--- config.mk ---
export PLATFORM = sky130hd
export DESIGN_NAME = cla_accum_sched_flat
export DESIGN_NICKNAME = d
export VERILOG_FILES = /design/src/rtl/cla_accum_sched_if.sv /design/src/rtl/cla_accum_sched.sv /design/src/flat_wrapper.sv
export SDC_FILE = /design/constraint.sdc
export NUM_CORES = 1
export LEC_CHECK = 0
export CAP_MARGIN = 10
export CORE_ASPECT_RATIO = 0.7
export CORE_UTILIZATION = 44
export CTS_CLUSTER_SIZE = 8
export DETAILED_ROUTE_END_ITERATION = 12
export HOLD_SLACK_MARGIN = 0.06
export MAX_ROUTING_LAYER = met4
export PLACE_DENSITY = 0.85
export SYNTH_ARGS = -nofsm -noshare
export SYNTH_HDL_FRONTEND = slang
export SYNTH_SLANG_ARGS = --single-unit
--- constraint.sdc ---
create_clock -name clk -period 3 [get_ports clk]
set_clock_uncertainty 0.2 [all_clocks]
set_input_delay 0.6 -clock clk [delete_from_list [all_inputs] [get_ports clk]]
set_output_delay 0.6 -clock clk [all_outputs]
set_load 0.005 [all_outputs]
--- src/rtl/cla_accum_sched_if.sv ---
// Bundle of the operand stream, shared-adder link, result port and status of cla_accum_sched.
// The slave modport is the sequencer's view; the master modport is the surrounding datapath.
interface cla_accum_sched_if #(
    parameter int WIDTH = 16,
    parameter int CNT_W = 8
);
    logic             start;
    logic [CNT_W-1:0] cfg_count;
    logic             op_valid;
    logic [WIDTH-1:0] op_data;
    logic             op_ready;
    logic [WIDTH-1:0] adder_a;
    logic [WIDTH-1:0] adder_b;
    logic             adder_cin;
    logic [WIDTH:0]   adder_sum;
    logic             res_valid;
    logic [WIDTH-1:0] res_data;
    logic             res_ovf;
    logic             res_ready;
    logic             busy;
    logic [CNT_W-1:0] ops_left;

    modport slave (
        input  start, cfg_count, op_valid, op_data, adder_sum, res_ready,
        output op_ready, adder_a, adder_b, adder_cin, res_valid, res_data, res_ovf,
               busy, ops_left
    );

    modport master (
        output start, cfg_count, op_valid, op_data, adder_sum, res_ready,
        input  op_ready, adder_a, adder_b, adder_cin, res_valid, res_data, res_ovf,
               busy, ops_left
    );
endinterface

--- src/rtl/cla_accum_sched.sv ---
// Time-shares one external CLA adder to sum a counted group of operands; the result
// is held on a valid/ready port until consumed.
module cla_accum_sched #(
    parameter int WIDTH = 16,
    parameter int CNT_W = 8
) (
    input  logic                clk,
    input  logic                rst,
    cla_accum_sched_if.slave    bus
);
    typedef enum logic [1:0] {IDLE, ACCUM, DONE} state_t;

    state_t           state_reg;
    logic [WIDTH-1:0] acc_reg;
    logic             ovf_reg;
    logic [CNT_W-1:0] ops_left_reg;
    logic             op_ready_reg;
    logic             res_valid_reg;
    logic [WIDTH-1:0] res_data_reg;
    logic             res_ovf_reg;
    logic             busy_reg;

    logic             handshake;
    logic [WIDTH-1:0] sum_next;
    logic             ovf_next;

    // op_ready_reg is set exactly while in ACCUM, so it doubles as the accept qualifier
    assign handshake = bus.op_valid & op_ready_reg;
    assign sum_next  = bus.adder_sum[WIDTH-1:0];
    assign ovf_next  = ovf_reg | bus.adder_sum[WIDTH];

    // The shared adder only sees a real operand while a group is accumulating
    assign bus.adder_a   = acc_reg;
    assign bus.adder_b   = (state_reg == ACCUM) ? bus.op_data : '0;
    assign bus.adder_cin = 1'b0;

    assign bus.op_ready  = op_ready_reg;
    assign bus.res_valid = res_valid_reg;
    assign bus.res_data  = res_data_reg;
    assign bus.res_ovf   = res_ovf_reg;
    assign bus.busy      = busy_reg;
    assign bus.ops_left  = ops_left_reg;

    always_ff @(posedge clk or posedge rst) begin
        if (rst) begin
            state_reg     <= IDLE;
            acc_reg       <= '0;
            ovf_reg       <= 1'b0;
            ops_left_reg  <= '0;
            op_ready_reg  <= 1'b0;
            res_valid_reg <= 1'b0;
            res_data_reg  <= '0;
            res_ovf_reg   <= 1'b0;
            busy_reg      <= 1'b0;
        end else begin
            case (state_reg)
                IDLE: begin
                    if (bus.start) begin
                        acc_reg  <= '0;
                        ovf_reg  <= 1'b0;
                        busy_reg <= 1'b1;
                        if (bus.cfg_count != '0) begin
                            state_reg    <= ACCUM;
                            ops_left_reg <= bus.cfg_count;
                            op_ready_reg <= 1'b1;
                        end else begin
                            // Empty group: present a zero result straight away
                            state_reg     <= DONE;
                            res_valid_reg <= 1'b1;
                            res_data_reg  <= '0;
                            res_ovf_reg   <= 1'b0;
                        end
                    end
                end
                ACCUM: begin
                    if (handshake) begin
                        acc_reg      <= sum_next;
                        ovf_reg      <= ovf_next;
                        ops_left_reg <= ops_left_reg - CNT_W'(1);
                        if (ops_left_reg == CNT_W'(1)) begin
                            state_reg     <= DONE;
                            op_ready_reg  <= 1'b0;
                            res_valid_reg <= 1'b1;
                            res_data_reg  <= sum_next;
                            res_ovf_reg   <= ovf_next;
                        end
                    end
                end
                DONE: begin
                    if (bus.res_ready) begin
                        state_reg     <= IDLE;
                        res_valid_reg <= 1'b0;
                        res_data_reg  <= '0;
                        res_ovf_reg   <= 1'b0;
                        busy_reg      <= 1'b0;
                    end
                end
                default: begin
                    state_reg     <= IDLE;
                    op_ready_reg  <= 1'b0;
                    res_valid_reg <= 1'b0;
                    busy_reg      <= 1'b0;
                end
            endcase
        end
    end
endmodule
--- src/flat_wrapper.sv ---
// flat-port wrapper written by rule: the top's interface ports become plain ports
module cla_accum_sched_flat 
#(
    parameter int WIDTH = 16,
    parameter int CNT_W = 8
)
  (clk, rst, bus_start, bus_cfg_count, bus_op_valid, bus_op_data, bus_adder_sum, bus_res_ready, bus_op_ready, bus_adder_a, bus_adder_b, bus_adder_cin, bus_res_valid, bus_res_data, bus_res_ovf, bus_busy, bus_ops_left);
  cla_accum_sched_if #(.WIDTH(WIDTH), .CNT_W(CNT_W)) bus_i ();
  input  logic clk;
  input  logic rst;
  input wire logic [$bits(bus_i.start)-1:0] bus_start;
  input wire logic [$bits(bus_i.cfg_count)-1:0] bus_cfg_count;
  input wire logic [$bits(bus_i.op_valid)-1:0] bus_op_valid;
  input wire logic [$bits(bus_i.op_data)-1:0] bus_op_data;
  input wire logic [$bits(bus_i.adder_sum)-1:0] bus_adder_sum;
  input wire logic [$bits(bus_i.res_ready)-1:0] bus_res_ready;
  output wire logic [$bits(bus_i.op_ready)-1:0] bus_op_ready;
  output wire logic [$bits(bus_i.adder_a)-1:0] bus_adder_a;
  output wire logic [$bits(bus_i.adder_b)-1:0] bus_adder_b;
  output wire logic [$bits(bus_i.adder_cin)-1:0] bus_adder_cin;
  output wire logic [$bits(bus_i.res_valid)-1:0] bus_res_valid;
  output wire logic [$bits(bus_i.res_data)-1:0] bus_res_data;
  output wire logic [$bits(bus_i.res_ovf)-1:0] bus_res_ovf;
  output wire logic [$bits(bus_i.busy)-1:0] bus_busy;
  output wire logic [$bits(bus_i.ops_left)-1:0] bus_ops_left;
  assign bus_i.start = bus_start;
  assign bus_i.cfg_count = bus_cfg_count;
  assign bus_i.op_valid = bus_op_valid;
  assign bus_i.op_data = bus_op_data;
  assign bus_i.adder_sum = bus_adder_sum;
  assign bus_i.res_ready = bus_res_ready;
  assign bus_op_ready = bus_i.op_ready;
  assign bus_adder_a = bus_i.adder_a;
  assign bus_adder_b = bus_i.adder_b;
  assign bus_adder_cin = bus_i.adder_cin;
  assign bus_res_valid = bus_i.res_valid;
  assign bus_res_data = bus_i.res_data;
  assign bus_res_ovf = bus_i.res_ovf;
  assign bus_busy = bus_i.busy;
  assign bus_ops_left = bus_i.ops_left;
  cla_accum_sched #(.WIDTH(WIDTH), .CNT_W(CNT_W)) u_core (.clk(clk), .rst(rst), .bus(bus_i));
endmodule
### Yosys cells after proc, flatten, opt, wreduce, memory -nomap -nowiden

Index checks and enable logic that the tools add are counted.

* register bits after elaboration: 47
* input port bits: 46
* output and inout port bits: 61
* logic and storage cells: 75

* mux-type cells: 41
* eq/ne operators: 9
* add/sub/neg operators: 1
* bitwise logic cells: 4
* reduce and logical (&&, ||, !) cells: 11

Operators with widths (count)
* $mux 16: 8
* $pmux 16 s3: 1
* $pmux 16 s2: 1
* $mux 8: 3
* $mux 1: 16
* $pmux 8 s2: 1
* $pmux 1 s3: 4
* $mux 2: 5
* $reduce_and 5->1: 2
* $eq 8x1->1 const B: 1
* $ne 2x2->1 const B: 4
* $reduce_and 4->1: 2
* $reduce_bool 8->1: 1
* $sub 8x1->8 const B: 1
* $pmux 2 s3: 1
* $reduce_and 3->1: 2
* $reduce_and 6->1: 1
* $ne 2x1->1 const B: 2
* $reduce_bool 3->1: 1
* $eq 2x1->1 const B: 1
* $eq 2x2->1 const B: 1
* $logic_not 2->1: 1
* $not 1->1: 2
* $pmux 1 s2: 1
* other kinds (3): 3

### Logic depth before layout (Yosys ltp)

* depth in word-level cells: 4
* depth in mapped cells: 7
* gate-level depth less buffers: 5

### Worst setup path before layout

No wires, ideal clock.

* kind: input port to flip-flop
* from: input port bus_cfg_count[7]
* to: register u_core.ops_left_reg[1], in the netlist u_core.bus.ops_left[1]
* arrival: 1896 ps
* library setup time: 79 ps
* required time: 2721 ps
* path buffers: 0
* cell stages on the path: 4
* setup slack: 824 ps
* path through: or4_4 nor4_4 nand2b_4 mux2i_1

* word-level cells in the longest chain between the ends: 3

RTL lines
* from (decl): line flat_wrapper.sv:12 `input wire logic [$bits(bus_i.cfg_count)-1:0] bus_cfg_count;`
* $reduce_bool 8->1: line cla_accum_sched.sv:62 `if (bus.cfg_count != '0) begin`
* $ne 2x1->1 (no line)
* $reduce_and 4->1 (no line)
* to (signal assigned): line cla_accum_sched.sv:64 `ops_left_reg <= bus.cfg_count;`
* to (signal assigned): line cla_accum_sched.sv:79 `ops_left_reg <= ops_left_reg - CNT_W'(1);`
* to (decl): line cla_accum_sched.sv:16 `logic [CNT_W-1:0] ops_left_reg;`

Every way passes these cells.
A chain may end at the register's enable or synchronous reset.

### Worst setup path after layout

* from: register u_core.state_reg[0]
* to: output port bus_adder_b[3]

* word-level cells in the longest chain between the ends: 2

RTL lines
* from (decl): line cla_accum_sched.sv:13 `state_t state_reg;`
* from (signal assigned): line cla_accum_sched.sv:46 `state_reg <= IDLE;`
* from (signal assigned): line cla_accum_sched.sv:63 `state_reg <= ACCUM;`
* from (signal assigned): line cla_accum_sched.sv:68 `state_reg <= DONE;`
* $eq 2x1->1: line cla_accum_sched.sv:34 `assign bus.adder_b = (state_reg == ACCUM) ? bus.op_data : '0;`
* $mux 16: line cla_accum_sched.sv:34
* to (decl): line flat_wrapper.sv:19 `output wire logic [$bits(bus_i.adder_b)-1:0] bus_adder_b;`

Every way passes these cells.

==> results.toml <==
[worst_setup_path]
r2r_start = "u_core.bus.ops_left[4]"
end_kind = "output port"
crit_end = "bus_adder_b[3]"
cpPeakStageDelay_ns = 0.50
critPathKind = "reg -> out"
cp-start-kind = "flop"
cp.arrival_ns = 1.85
rrSetupSlack_ns = 0.80
r2r-end = "u_core.bus.res_ovf"
cp_slowest_cell = "clkdlybuf4s50_1"
crit_fanout = 12
path_cells = "nor2b_2 -> buf_4 -> and2_1 -> clkdlybuf4s50_1"
crit_required_ns = 2.20
crit_family = "buffers and inverters"
critical_path_buf_inv_count = 2
critPathLaunch = "u_core.state_reg[0]"
worst-path-stages = 4
rr_worst_depth = 4

[synth]
synthCells = 229
ys_types = 41
ys_warn_count = 0
ys.flop_type = "dfrtp_1"
synth_edf_count = 0
syn_nets = 277
async_flop_share_pct = 100
syn_area_sq_mm = 0.00226
yosys_register_bits = 47
synth-seq-area-share_pct = 52.1
syn_area_per_cell_sq_um = 9.86

[clocking]
cts_hold_buf = 0
postCtsSetupBuffers = 0
numCtsBuffers = 5
cts_tree = "built"
path_clk_slew_ns = 0.09
clockBufferDepth = 2
cts_resized = 0
cts_root_buf = "clkbuf_8"
clock_latency_ns = 0.29
cts_num_sinks = 47
htreeDepth = 2

[floorplanning]
core-area_sq_mm = 0.00486
start_util_pct = 46.5
io_pins = 107
dieArea_sq_mm = 0.00543
die_h_um = 61.9
die_w_um = 87.6
fp-row-count = 21

[power]
worst_ir_drop_vdd_uv = 353
leakage_nw = 1.56
finalPower_mw = 2.69
sw_frac_of_total_pct = 37.1
p_int_mw = 1.70
p_sw_mw = 0.999
power_density_mw_per_mm2 = 767
p_clk_share_pct = 17.1
p_seq_share_pct = 33.8
power_frac_comb_pct = 49.1

[flow_run]
cap_violations = 0

[timing]
fin_crit_sh_pct = 88.4
setup_viol = 0
maxSlewHeadroom_pct = 52.2
fin_tns_setup_ns = 0
max_freq_mhz = 377
period_needed_ns = 2.65
rsz0062_at_grt = "false"
worst_pin_slew_ns = 0.716
hold_viol_final = 0
drv_slew = 0

[grt]
grt_max_degree = 36
grt_overflow = 0
antenna_found_initial = 0
grt_usage_pct = 23.5
grt_pass1_wl_um = 9210
grt_pass1_vias = 1827

[status]
status = "completed"

[place]
post-dp-hpwl_um = 4640
gp_congestion = 0.861
port_buffers = 105

[routing]
vias_per_cell = 5.25
first_pass_iters = 4
drc = 0
drtIter0Drc = 138
routed_wl_um = 6160
ant_nets = 0
num_vias = 2131
avgRoutedWirePerCell_um = 15.2

[final_layout]
drive_gt1_share_pct = 8.31
nets = 384
diodes = 0
final_cell_mix = "105 x clkdlybuf4s50_1, 47 x dfrtp_1, 34 x nand2_1, 18 x a22o_1"
final_common_cell = "clkdlybuf4s50_1"
area_growth_syn_to_layout_pct = 55.6

[min_path]
hp-class = "reg -> reg"
-- worst register-to-register path: cells and delay by family, from the launching register on --
kind,cells,cell delay (ns)
compound gates,2,0.81
simple gates,2,0.62
flops,1,0.47
-- metrics by stage --
step / hold WS [ns] / instances / cell area (sq um) / setup slack [ns] / utilization (%)
final: 0.269 / 406 / 3510 / 0.349 / 72.3
after global routing: 0.296 / 406 / 3510 / 0.254 / 72.3
after CTS: 0.276 / 406 / 3510 / 0.333 / 72.3
after detailed placement: 0.256 / 398 / 3400 / 0.274 / 70.0
after global placement: 0.253 / 398 / 3400 / 0.281 / 70.0
after floorplan: 0.255 / 229 / 2260 / 0.824 / -
-- how the worst min path moves through the flow --
stage	startpoint	endpoint	depth (start not counted)
3_5_place_dp	u_core.bus.adder_a[0]	u_core.bus.adder_a[0]	2
3_3_place_gp	u_core.bus.adder_a[3]	u_core.bus.adder_a[3]	2
4_1_cts	u_core.bus.adder_a[0]	u_core.bus.adder_a[0]	2
2_1_floorplan	u_core.ovf_reg	u_core.ovf_reg	2
5_1_grt	u_core.bus.adder_a[4]	u_core.bus.adder_a[4]	2
6_report	u_core.bus.adder_a[0]	u_core.bus.adder_a[0]	2
-- cell usage after synthesis (2+ instances only) --
library cell	count	area share [%]
buf_4	4	1.3
inv_1	6	1.0
a22o_1	18	7.0
nor3_1	2	0.44
nor2_1	8	1.3
nor4_1	2	0.55
nor3b_1	2	0.66
ha_1	2	1.1
or4_1	2	0.66
nand3b_1	2	0.66
a22oi_1	4	1.3
nand2_1	34	5.7
a211oi_1	2	0.66
a21oi_1	10	2.2
dfrtp_1	47	52
clkbuf_1	6	1.0
and2_1	17	4.7
nand3_1	17	3.8
o21ai_0	9	2.0
buf_2	6	1.3
o22ai_1	2	0.55
nand4_1	2	0.55
o31ai_1	6	2.0
nor2b_1	2	0.55
-- layout make-up --
cell class | instances | area, sq um
Multi-Input combinational cell | 160 | 983
Inverter | 6 | 22.5
Clock inverter | 3 | 43.8
Fill cell | 355 | 1350
Clock buffer | 5 | 68.8
Tap cell | 69 | 86.3
Sequential cell | 47 | 1180
Timing Repair Buffer | 116 | 1130
-- power groups by stage --
stage                     combinational [mW]  sequential, mW  clock (mW)
after floorplan                        0.689           0.911           0
after global placement                  1.29           0.911           0
after detailed placement                1.32           0.915           0
after CTS                               1.33           0.905       0.466
after global routing                    1.45           0.929       0.492
final                                   1.32           0.910       0.462
-- kinds of logic (layout without fill, tap and decap cells) --
| logic type | after synthesis | in the layout | synth area share [%] |
|---|---|---|---|
| fa+ha+maj | 2 | 2 | 1.11 |
| compound gates | 57 | 57 | 17.9 |
| other cells | 1 | 1 | 0.166 |
| simple gates | 99 | 99 | 23.7 |
| mux | 1 | 1 | 0.443 |
| flops | 47 | 47 | 52.1 |
| buf+inv | 22 | 130 | 4.65 |
-- metal layers --
metal  global-route usage [%]  up-vias  routed length [um]
met5                        -        -                   0
met3                     4.36        4                 479
met2                     33.7       89                2640
li1                         -     1028                   -
met4                     4.68        0                  34
met1                     34.8     1010                3010
(Power assumes the default switching activity.)
